--- src/rtl/mem_access_stage.sv ---
// MEM stage of the 5-stage MIPS32 pipeline plus the MEM/WB register.
// Loads/stores go out over a req/ack handshake; the pipeline stalls until
// ack or timeout. Load data is lane-aligned and extended before write-back.
module mem_access_stage #(
  parameter int TIMEOUT_CYCLES = 255
) (
  input  logic        clk,
  input  logic        reset,
  input  logic        Valid_MEM,
  input  logic [31:0] ALU_Result_MEM,
  input  logic [31:0] Write_Data_MEM,
  input  logic        MemRead_MEM,
  input  logic        MemWrite_MEM,
  input  logic [1:0]  MemSize_MEM,
  input  logic        MemSigned_MEM,
  input  logic        MemtoReg_MEM,
  input  logic        RegWrite_MEM,
  input  logic [4:0]  Write_Reg_MEM,
  output logic        dmem_req,
  output logic        dmem_we,
  output logic [31:0] dmem_addr,
  output logic [3:0]  dmem_be,
  output logic [31:0] dmem_wdata,
  input  logic        dmem_ack,
  input  logic [31:0] dmem_rdata,
  output logic        Stall_MEM,
  output logic        Misaligned_MEM,
  output logic        Bus_Error,
  output logic [31:0] ALU_Result_WB,
  output logic [31:0] Read_Data_WB,
  output logic        MemtoReg_WB,
  output logic        RegWrite_WB,
  output logic [4:0]  Write_Reg_WB
);
  // A zero timeout still needs a legal (1-bit) counter.
  localparam int CW = (TIMEOUT_CYCLES < 1) ? 1 : $clog2(TIMEOUT_CYCLES + 1);
  localparam logic [CW-1:0] TO_VAL = CW'(TIMEOUT_CYCLES);
  localparam logic TO_EN = (TIMEOUT_CYCLES != 0);

  typedef enum logic {S_IDLE, S_WAIT} state_t;
  state_t r_state, w_next;

  logic [CW-1:0] r_cnt;
  logic [31:0]   r_addr, r_wdata;
  logic [3:0]    r_be;
  logic [1:0]    r_size, r_lane;
  logic          r_we, r_signed, r_bus_err;

  logic          w_access, w_misal, w_start, w_ack, w_timeout;
  logic [3:0]    w_be;
  logic [31:0]   w_wdata, w_load;
  logic [7:0]    w_byte;
  logic [15:0]   w_half;

  assign w_access  = Valid_MEM & (MemRead_MEM | MemWrite_MEM);
  assign w_start   = (r_state == S_IDLE) & w_access & ~w_misal;
  assign w_ack     = (r_state == S_WAIT) & dmem_ack;
  assign w_timeout = (r_state == S_WAIT) & ~dmem_ack & TO_EN & (r_cnt == TO_VAL);

  // Alignment check and request encoding from the incoming address/size.
  always_comb begin
    w_misal = 1'b0;
    w_be    = 4'b1111;
    w_wdata = Write_Data_MEM;
    case (MemSize_MEM)
      2'b00: begin
        w_be    = 4'b0001 << ALU_Result_MEM[1:0];
        w_wdata = {4{Write_Data_MEM[7:0]}};
      end
      2'b01: begin
        w_misal = ALU_Result_MEM[0];
        w_be    = ALU_Result_MEM[1] ? 4'b1100 : 4'b0011;
        w_wdata = {2{Write_Data_MEM[15:0]}};
      end
      default: w_misal = |ALU_Result_MEM[1:0];
    endcase
  end

  // Next-state logic: IDLE launches aligned accesses, WAIT ends on ack or timeout.
  always_comb begin
    w_next = r_state;
    case (r_state)
      S_IDLE: if (w_start) w_next = S_WAIT;
      S_WAIT: if (dmem_ack || w_timeout) w_next = S_IDLE;
      default: w_next = S_IDLE;
    endcase
  end

  // State, wait counter and the latched request (held stable through WAIT).
  always_ff @(posedge clk or posedge reset) begin
    if (reset) begin
      r_state   <= S_IDLE;
      r_cnt     <= '0;
      r_addr    <= '0;
      r_wdata   <= '0;
      r_be      <= '0;
      r_size    <= '0;
      r_lane    <= '0;
      r_we      <= 1'b0;
      r_signed  <= 1'b0;
      r_bus_err <= 1'b0;
    end else begin
      r_state   <= w_next;
      r_bus_err <= w_timeout;
      if ((r_state == S_WAIT) && !dmem_ack && !w_timeout) r_cnt <= r_cnt + 1'b1;
      else                                                r_cnt <= '0;
      if (w_start) begin
        r_addr   <= {ALU_Result_MEM[31:2], 2'b00};
        r_lane   <= ALU_Result_MEM[1:0];
        r_wdata  <= w_wdata;
        r_be     <= w_be;
        r_we     <= MemWrite_MEM;
        r_size   <= MemSize_MEM;
        r_signed <= MemSigned_MEM;
      end
    end
  end

  // Select the addressed lane of the returned word and extend it.
  always_comb begin
    w_byte = dmem_rdata[7:0];
    case (r_lane)
      2'd1:    w_byte = dmem_rdata[15:8];
      2'd2:    w_byte = dmem_rdata[23:16];
      2'd3:    w_byte = dmem_rdata[31:24];
      default: w_byte = dmem_rdata[7:0];
    endcase
    w_half = r_lane[1] ? dmem_rdata[31:16] : dmem_rdata[15:0];
    case (r_size)
      2'b00:   w_load = {{24{r_signed & w_byte[7]}}, w_byte};
      2'b01:   w_load = {{16{r_signed & w_half[15]}}, w_half};
      default: w_load = dmem_rdata;
    endcase
  end

  // MEM/WB register: non-memory ops pass straight through, memory ops land on
  // ack, everything else (stall, misalign, timeout) becomes a bubble.
  always_ff @(posedge clk or posedge reset) begin
    if (reset) begin
      ALU_Result_WB <= '0;
      Read_Data_WB  <= '0;
      MemtoReg_WB   <= 1'b0;
      RegWrite_WB   <= 1'b0;
      Write_Reg_WB  <= '0;
    end else if ((r_state == S_IDLE) && !w_access) begin
      ALU_Result_WB <= ALU_Result_MEM;
      Read_Data_WB  <= '0;
      MemtoReg_WB   <= MemtoReg_MEM & Valid_MEM;
      RegWrite_WB   <= RegWrite_MEM & Valid_MEM;
      Write_Reg_WB  <= Write_Reg_MEM;
    end else if (w_ack) begin
      ALU_Result_WB <= ALU_Result_MEM;
      Read_Data_WB  <= r_we ? 32'h0 : w_load;
      MemtoReg_WB   <= MemtoReg_MEM;
      RegWrite_WB   <= RegWrite_MEM;
      Write_Reg_WB  <= Write_Reg_MEM;
    end else begin
      MemtoReg_WB   <= 1'b0;
      RegWrite_WB   <= 1'b0;
    end
  end

  assign dmem_req       = (r_state == S_WAIT);
  assign dmem_we        = dmem_req & r_we;
  assign dmem_be        = dmem_req ? r_be : 4'b0000;
  assign dmem_addr      = r_addr;
  assign dmem_wdata     = r_wdata;
  assign Stall_MEM      = w_start | ((r_state == S_WAIT) & ~dmem_ack & ~w_timeout);
  assign Misaligned_MEM = (r_state == S_IDLE) & w_access & w_misal;
  assign Bus_Error      = r_bus_err;
endmodule

--- config.mk ---
export PLATFORM = sky130hd
export DESIGN_NAME = mem_access_stage
export DESIGN_NICKNAME = d
export VERILOG_FILES = /design/src/rtl/mem_access_stage.sv
export SDC_FILE = /design/constraint.sdc
export NUM_CORES = 1
export LEC_CHECK = 0
export BUFFER_PORTS_ARGS = -buffer_cell sky130_fd_sc_hd__buf_2
export CAP_MARGIN = 20
export CELL_PAD_IN_SITES_DETAIL_PLACEMENT = 0
export CELL_PAD_IN_SITES_GLOBAL_PLACEMENT = 2
export CORE_MARGIN = 5
export CORE_UTILIZATION = 33
export CTS_CLUSTER_SIZE = 30
export DETAILED_ROUTE_END_ITERATION = 16
export HOLD_SLACK_MARGIN = 0.06
export PLACE_DENSITY = 0.85
export SYNTH_ARGS = -nofsm -noshare
export SYNTH_HDL_FRONTEND = slang
export SYNTH_SLANG_ARGS = --single-unit
--- constraint.sdc ---
create_clock -name clk -period 11.8 [get_ports clk]
set_input_delay 2.36 -clock clk [delete_from_list [all_inputs] [get_ports clk]]
set_output_delay 2.36 -clock clk [all_outputs]
set_load 0.05 [all_outputs]
; ---- Yosys cells after proc, flatten, opt, wreduce, memory -nomap -nowiden
; Cells that the tools add are included.
; W data, S select, Z words.
[word_totals]
ff_bits = 153
latchBits = 0
ramBits = 0
rom_bits = 0
inputBits = 112
output_inout_bits = 144
memories = 0
[classes]
addsub = 1
multipliers = 0
div_mod_pow = 0
order_cmp = 0
eq_ne = 6
n_shift = 1
muxes = 23
bitwise = 19
n_reduce_logical = 11
[ops]
columns = op, n
row1 = $mux W32, 5
row2 = $pmux W32 S2, 2
row3 = $pmux W8 S3, 1
row4 = $mux W16, 1
row5 = $and A1 B1 Y1, 13
row6 = $mux W5, 2
row7 = $add A8 B1 Y8 const B, 1
row8 = $eq A8 B8 Y1 const B, 1
row9 = $mux W4, 2
row10 = $mux W8, 1
row11 = $pmux W4 S2, 1
row12 = $eq A2 B1 Y1 const B, 3
row13 = $mux W1, 6
row14 = $eq A2 B2 Y1 const B, 2
row15 = $logic_not A2 Y1, 2
row16 = $not A1 Y1, 4
row17 = $pmux W1 S2, 2
row18 = $shl A1 B2 Y4 const A, 1
row19 = $logic_and A1 B1 Y1, 3
row20 = $logic_not A1 Y1, 3
row21 = $or A1 B1 Y1, 2
row22 = $reduce_bool A2 Y1, 1
row23 = $reduce_or A2 Y1, 1
row24 = $logic_or A1 B1 Y1, 1

; ---- Longest topological paths before layout
; Gate-level depths: netlist (run 1).
[logic_depth]
ltp_word = 7
depth_mapped = 7

; ---- Worst setup path before layout (run 1)
; No wires, ideal clock.
[synth_timing]
path_type = input to output
start = input MemSize_MEM[0]
end = output Stall_MEM
arrival_time_ns = 3.967
required_time_ns = 9.440
slack_ns = 5.473
path_stages = 6
cell_sequence = buf_2 -> or2_1 -> a2111oi_4 -> buf_6 -> buf_6 -> nand2b_1
[synth_between]
elab_chain_len = 5
[synth_rtl]
columns = element, line_no
row1 = "start, declared", 14  ; input logic [1:0] MemSize_MEM,
row2 = $eq A2 B1 Y1 or $logic_not A2 Y1 (tied branches), 65  ; case (MemSize_MEM)
row3 = $pmux W1 S2 (*), 65
row4 = $not A1 Y1 (*), 56  ; assign w_start = (r_state == S_IDLE) & w_access & ~w_misal;
row5 = $and A1 B1 Y1 (*), 56
row6 = $or A1 B1 Y1 (*), 168  ; assign Stall_MEM = w_start | ((r_state == S_WAIT) & ~dmem_ack & ~w_timeout);
row7 = "end, declared", 26  ; output logic Stall_MEM,
; Mark *: on every way between the ends. The rest lies on a longest branch, timed or not.

; ---- Worst setup path in the final report (run 1)
[layout_timing]
start = input MemSize_MEM[1]
end = output Stall_MEM
; The elaborated chain is that of the path after synthesis.

==> results of run 1 <==
layout by cell type (no fill, tap or decap), drive strengths merged, types with 6 or more instances in the layout:
master	synthesis	routed
o22ai	7	7
nor2	38	38
nor2b	18	18
a21oi	21	21
mux2	90	90
mux2i	25	25
dfrtp	153	153
clkbuf	18	17
a31oi	10	10
mux4	7	7
a21o	9	9
o21ai	42	42
and2	8	8
inv	13	22
buf	22	260
nand3	14	14
nand2	36	36
nand2b	6	6
a221o	8	8
per-stage QoR:
stage / hold WS [ns] / area, um^2 / setup WS, ns / instances
after floorplan: 0.424 / 6890 / 5.32 / 577
after global placement: 0.440 / 8340 / 5.62 / 1065
after detailed placement: 0.465 / 8340 / 5.61 / 1065
after CTS: 0.480 / 8930 / 5.61 / 1096
after global routing: 0.497 / 8960 / 5.54 / 1098
final: 0.469 / 8970 / 5.63 / 1099
per-layer routing:
layer	routed length (um)	vias to the layer above	track usage, %
met5	13	-	0
met4	288	2	4.50
met3	2040	17	7.52
met2	8980	215	25.4
met1	8550	2603	22.1
li1	-	2521	-
logic make-up (layout without fill, tap and decap cells):
family / Yosys count / count (layout) / synth area share (%)
fa+ha+maj: 1 / 1 / 0.182
simple gates: 134 / 134 / 9.44
other cells: 1 / 3 / 0.0544
mux: 122 / 122 / 20.6
buf+inv: 53 / 304 / 3.72
compound gates: 106 / 106 / 9.64
xor+xnor: 6 / 6 / 0.763
flops: 153 / 153 / 55.6
path summary, 6_finish.rpt:
path,cells past startpoint,startpoint,slack [ns],endpoint
max,5,MemSize_MEM[1],5.63,Stall_MEM
min,1,r_cnt[0],0.47,r_cnt[0]
max reg2reg,4,dmem_req,9.01,ALU_Result_WB[0]
min reg2reg,1,r_cnt[0],0.47,r_cnt[0]
max in group asynchronous,4,reset,8.71,dmem_wdata[24]
min in group asynchronous,2,reset,2.05,Read_Data_WB[18]
power by group:
group          leakage (nW)  total [W]  internal (W)  switching (W)
registers              1.87   0.000696      0.000625      0.0000708
logic                  2.16   0.000705      0.000196       0.000509
clock network         0.282   0.000546      0.000300       0.000246
total                  4.31    0.00195       0.00112       0.000826
registers in the layout (all words and copies together), names as in the netlist, 2 cells and up:
signal	flops
Read_Data_WB	32
r_size	2
r_lane	2
Write_Reg_WB	5
ALU_Result_WB	32
dmem_addr	30
r_cnt	8
dmem_wdata	32
r_be	4
worst register-to-register path, cell delays in order (launching register included):
cell and delay [ns]:
dfrtp_1 0.47, nand2b_1 0.33, o21ai_4 0.85, buf_4 0.62, mux2_2 0.42
layout make-up:
class                           instances  area, um^2  share of cell area, %
Sequential cell                       153        3830                   42.7
Antenna cell                            1        2.50                 0.0279
Inverter                               13        53.8                  0.600
Timing Repair Buffer                  260        1340                   15.0
Clock buffer                           17         425                   4.74
Tap cell                              270         338                   3.77
Clock inverter                         14         156                   1.74
Multi-Input combinational cell        371        2820                   31.4
==> impl.org, run 1 <==
** Logic synthesis
- For this run, the register share of the synthesized area comes to 55.6%.
- In the synthesized netlist the async set-or-reset flop fraction comes to 100%.
- Most used DFF post-synth :: dfrtp_1
- Synthesized flop and latch total :: roughly 150
- After synthesis, the most frequently instantiated cells are dfrtp_1 (153), mux2_2 (85), o21ai_0 (41).
- Number of enable flip-flop cells after synthesis :: 0
- Yosys instantiated no cell more often than dfrtp_1.
- Yosys top cell by area :: dfrtp_1
- Cells after Synth :: about 580
- Counting distinct cell types in the post-synthesis netlist gives 45.
- Average cell area after synthesis :: 12.0 um^2
- The Yosys step of the flow raised 0 warnings.
- After synthesis, the cell types taking the most area are dfrtp_1 (56%), mux2_2 (14%), mux2i_1 (3.6%).
- Area fraction of the dominant cell type after synthesis :: 55.6%
- The synthesized netlist occupies a cell area of 6890 um^2.

** Detailed routing
- After detailed routing, the number of vias per cell comes to 4.88.
- Dividing the detail-routed wire length by the instance count gives 18.1 um.
- Routed wire length :: 19.9 mm
- Via Count :: approximately 5400
- After the first detailed-routing iteration, the DRC count stood at 192.
- 1st-pass router iterations :: 5
- Remaining antenna violation count after routing :: 0
- In the routed design, unresolved DRC markers number 0.

** STA
- Headroom to the max-slew limit came out at 33.2%.
- Post-route clock period utilization :: around 52%
- Setup repair after global routing missed its margin :: false
- Sum of negative setup slack :: 0 ns
- Clock skew after layout :: 0.00991 ns
- After layout, the minimum clock period comes to between 6 and 7 ns.
- Count of final max-slew check failures :: 0
- At the pin with the least slew margin, the transition time is about 1 ns.
- Setup violations remaining at the end of the flow were counted as 0.
- The number of endpoints with negative hold slack in the final report is 0.
- Static timing analysis puts the maximum clock frequency at 162 MHz.

** Setup path
- For the worst setup path, the data required time is 9.44 ns.
- Critical path's most frequent cell :: buf_2
- Type of the setup path with the least slack :: input pin to output pin
- The signal on the critical path passes through buf_2 > or2_1 > a2111oi_4 > nand2b_1 > buf_2.
- STA classifies the critical path startpoint as an input pin.
- Total buffers and inverters traversed by the critical path :: 2
- Of all nets on the critical path, the largest fanout is 32.
- Critical path's top delay family :: buffers and inverters
- In this design, the stage delay of the slowest critical-path cell is 0.37 ns.
- Cell with the biggest individual delay on the critical path :: or2_1
- Setup crit end kind :: output pin
- Worst endpoint data arrival time :: 3.81 ns

** CTS
- For this design, the sink count on the clock tree is about 150.
- The clock passes through at most 2 buffers.
- After clock tree synthesis, the clock-pin slew on the worst setup and hold paths is ~0.060 ns.
- Clock tree synthesis inserted a total of 17 buffers.
- The H-tree was split into 4 levels.
- Buffers added to address setup during post-CTS repair amount to 0.
- After clock tree synthesis, the repair step resized 0 gates.
- Hold-fix buffer count after cts :: 0
- TritonCTS built the clock tree.
- The later pin in the worst-skew pair is clocked with a latency of 0.42 ns.
- Root Buffer Master :: clkbuf_16

** Final layout
- The net count of the finished layout is 929.
- Fill cell total of the finished layout :: 1990
- Share of post-route cells with drive strength above 1 :: 47.1%
- Cells fill 43.9% of the core in the end.
- Compared with the post-synthesis result, the final layout area differs by 30.1%.

** Placement
- HPWL Detailed :: 14.6 mm
- Total of buffers placed on input and output ports :: 253
- Routability congestion estimate from global placement :: 0.806

** Die
- Std-Cell Core Area :: 20400 um^2
- Standard-cell rows :: 52
- The die is 155 um wide.
- The floorplan step defined a die boundary enclosing between 20000 and 25000 um^2.
- During I/O placement, the number of pins put on the boundary was 256.
- Die H :: 155 um
- Effective utilization at floorplan :: 33.7%

** Power
- After layout, the design draws a total of 0.00195 W.
- Worst vdd rail ir drop :: approximately 0.00010 V
- The analysis attributes to cell leakage a power of 4.31 nW.
- Power density normalized to cell area :: 217 nW/um^2

** Global routing
- The via count of the first global-routing pass was 5515.
- GRT Overall Usage :: 16.8%
- After global routing the overflow that remains totals 0.
- Wire length of the first global-routing pass :: 31.7 mm
- Number of antenna violations at the first check in global routing :: 1
- Entering global routing, the biggest net connects around 80 pins.

** Hold path
- Hold crit path type :: flop to flop

** Job
- The tool flagged a number of max-cap violations equal to 0.

** Outcome
- The flow ran to the end, and the final reports show no timing, DRC or antenna violations.
(Power assumes the default switching activity.)
==> run 2, diff against run 1 <==
--- a/config.mk
+++ b/config.mk
@@ -10,11 +10,11 @@
 export CELL_PAD_IN_SITES_DETAIL_PLACEMENT = 0
 export CELL_PAD_IN_SITES_GLOBAL_PLACEMENT = 2
 export CORE_MARGIN = 5
-export CORE_UTILIZATION = 33
+export CORE_UTILIZATION = 31
 export CTS_CLUSTER_SIZE = 30
 export DETAILED_ROUTE_END_ITERATION = 16
 export HOLD_SLACK_MARGIN = 0.06
-export PLACE_DENSITY = 0.85
+export PLACE_DENSITY = 0.81
 export SYNTH_ARGS = -nofsm -noshare
 export SYNTH_HDL_FRONTEND = slang
 export SYNTH_SLANG_ARGS = --single-unit
==> constraint.sdc (replaced) <==
create_clock -name clk -period 6.45 [get_ports clk]
set_input_delay 1.29 -clock clk [delete_from_list [all_inputs] [get_ports clk]]
set_output_delay 1.29 -clock clk [all_outputs]
set_load 0.05 [all_outputs]
==> run 2 against run 1 <==
Net effect: via count is 0.77% lower; utilization is 2.8 points lower; critical path depth is the same; first-iteration DRC count shrank 17%; final area about the same; sequential share of layout area hardly changed; total power grew 85%; setup slack worse by 3.2 ns; flip-flop and latch count is the same; largest cell class unchanged; highest routed layer unchanged.
==> impl.org, run 2 (same netlist as run 1, synthesis figures left out) <==
** Outcome
- The flow ran to the end, and the final reports show no timing, DRC or antenna violations.

** Die
- The height of the chip is 159 um (+3.0%).
- The number of I/O pins was 256 (unchanged).
- The horizontal die dimension came to 159 um (+3.0%).
- The number of placement rows is 54 (+3.8%).
- Die area :: 25300 um^2 (+6.0%)
- The core box area came to 21800 um^2 (+6.8%).
- The initial core utilization was 31.6% (-2.2 points).

** STA
- Count of final max-slew check failures :: 0 (unchanged)
- The post-route worst setup slack is 2.39 ns (-3.24 ns).
- The worst path uses 62.9% of the clock period.
- Clock period minus final worst setup slack :: about 4 ns
- The number of endpoints with negative hold slack in the final report came to 0 (unchanged).
- The headroom to the max-slew limit came to 28.3% (-4.9 points).
- The measured slew at the worst slew-check pin was 1.07 ns (+0.0734 ns).
- Setup repair after global routing left no endpoint under its margin.
- Hold slack final :: 0.450 ns (-0.0187 ns)
- FMAX :: 246 MHz
- The setup skew after layout was 0.0120 ns (+0.00206 ns).
- The number of endpoints failing setup at the final stage is 0 (unchanged).
- The total negative setup slack came to 0 ns (unchanged).

** CTS
- The clock slew at the register clock pins of the worst setup and hold paths is 0.07 ns (about the same).
- The CTS H-tree depth is 4 (unchanged).
- The maximum root-to-sink buffer count came to 2 (unchanged).
- The total setup buffers inserted after CTS came to 0 (unchanged).
- The number of CTS-inserted buffers is 17 (unchanged).
- Insertion delay to the later sink of the worst-skew pair :: 0.42 ns (about the same)
- Root Buffer Master :: clkbuf_16
- The post-cts gate resize count was 0 (unchanged).
- TritonCTS built the clock tree.
- Sink Count :: 153 (unchanged)
- Hold-fix buffer count after cts :: 0 (unchanged)

** Setup path
- Setup crit end kind :: output pin
- Worst setup path startpoint :: MemSize_MEM[1]
- Type of the setup path with the least slack :: input pin to output pin
- The critical path arrival came to 2.77 ns (-1.04 ns).
- Kind of start point of the critical path :: input pin
- The required time of the critical path came to 5.16 ns (-4.28 ns).
- Critical-path maximum fanout :: 32 (unchanged)
- Reg-to-reg startpoint :: dmem_req

** Detailed routing
- The final routed DRC violation total came to 0 (unchanged).
- Remaining antenna violation count after routing :: 0 (unchanged)
- The number of DRC markers after the initial detailed-route iteration is 159 (-17%).
- 1st-pass router iterations :: 4 (-1)
- Via-to-Cell Ratio :: 4.81 (-1.4%)
- Routed wire length :: 19.7 mm (-0.79%)
- The via count was 5317 (-0.77%).
- The detail-routed net length per standard cell is 17.8 um (-1.4%).

** Placement
- The detailed-placement wirelength estimate is 14.0 mm (-4.0%).
- Total of buffers placed on input and output ports :: 253 (unchanged)
- The final estimated routing congestion in global placement is 0.753 (-6.6%).
- The cell count after placement is 1074 (+0.85%).
- The pre-CTS setup slack came to 2.37 ns (-3.24 ns).

** Global routing
- The maximum number of pins on one net before global-route repair came to 102 (+29%).
- Overflow after GRT :: 0 (unchanged)
- The wire length of the first global-routing pass was 31.8 mm (+0.39%).
- The global routing usage summed across all routing layers was 15.5% (-1.3 points).
- Number of antenna violations at the first check in global routing :: 1 (unchanged)
- Via count of the first global-routing pass :: 5578 (+1.1%)

** Power
- The final total power was 0.00360 W (+85%).
- P_leak :: 4.31 nW (about the same)
- Worst vdd rail ir drop :: 0.000204 V (+95%)
- The power density over the cells came to 402 nW/um^2 (+85%).

** Final layout
- Layout net count :: 926 (-0.32%)
- The number of inserted filler cells in the final layout was 2169 (+9.0%).
- The share of final-layout standard cells stronger than drive strength 1 came to 47.0% (-0.13 points).
- The synthesis-to-layout area growth is 30.1% (about the same).
- Most common library cell in the layout ignoring fill and taps :: buf_2
- Number of antenna diodes :: 0 (-1)
- Most used cells in the layout excluding fill and tap cells :: buf_2 (253), dfrtp_1 (153), mux2_2 (85)
- The final cell count without fillers was 1106 (+0.64%).

** Job
- The max capacitance violation total is 0 (unchanged).

** Hold path
- Origin of the worst min-delay path :: r_cnt[0]
- In this run the worst hold path is classified as flop to flop.
-- run 2: worst paths after layout --
| check | depth (start not counted) | slack [ns] | end |
|---|---|---|---|
| max | 5 | 2.39 | Stall_MEM |
| min | 1 | 0.45 | r_cnt[0] |
| max reg2reg | 4 | 3.89 | r_lane[0] |
| min reg2reg | 1 | 0.45 | r_cnt[0] |
| max in group asynchronous | 3 | 4.07 | Write_Reg_WB[3] |
| min in group asynchronous | 2 | 1.06 | Read_Data_WB[17] |
-- run 2: routing by layer --
| layer | global-route usage [%] | part of all wire (%) | up-vias |
|---|---|---|---|
| met5 | 0 | 0.036 | - |
| met3 | 6.63 | 9.2 | 14 |
| li1 | - | - | 2506 |
| met4 | 3.33 | 0.81 | 2 |
| met1 | 19.7 | 43 | 2594 |
| met2 | 24.6 | 47 | 201 |
-- run 2: metrics by stage --
stage	util (%)	area (um^2)
2_1_floorplan	-	6890
3_3_place_gp	38.3	8350
3_5_place_dp	38.3	8350
4_1_cts	41.1	8960
5_1_grt	41.1	8960
6_report	41.1	8960
-- run 2: cell type report --
cell class,instances,area (um^2),share of cell area [%]
inverters,13,53.8,0.600
multi-input cells,371,2820,31.5
flip-flops and latches,153,3830,42.7
clock inverters,14,175,1.95
clock buffers,18,439,4.90
well taps,280,350,3.91
repair buffers,257,1300,14.5
-- run 2: critical path, stage by stage --
cell and delay, ns:
buf_2 0.31, or2_1 0.37, a2111oi_4 0.37, nand2b_1 0.14, buf_2 0.27
-- run 2: power by group --
group / total [W] / internal, W / leakage (nW) / switching, W
Combinational: 0.00129 / 0.000357 / 2.13 / 0.000931
Clock: 0.00105 / 0.000600 / 0.304 / 0.000445
Sequential: 0.00127 / 0.00114 / 1.87 / 0.000127
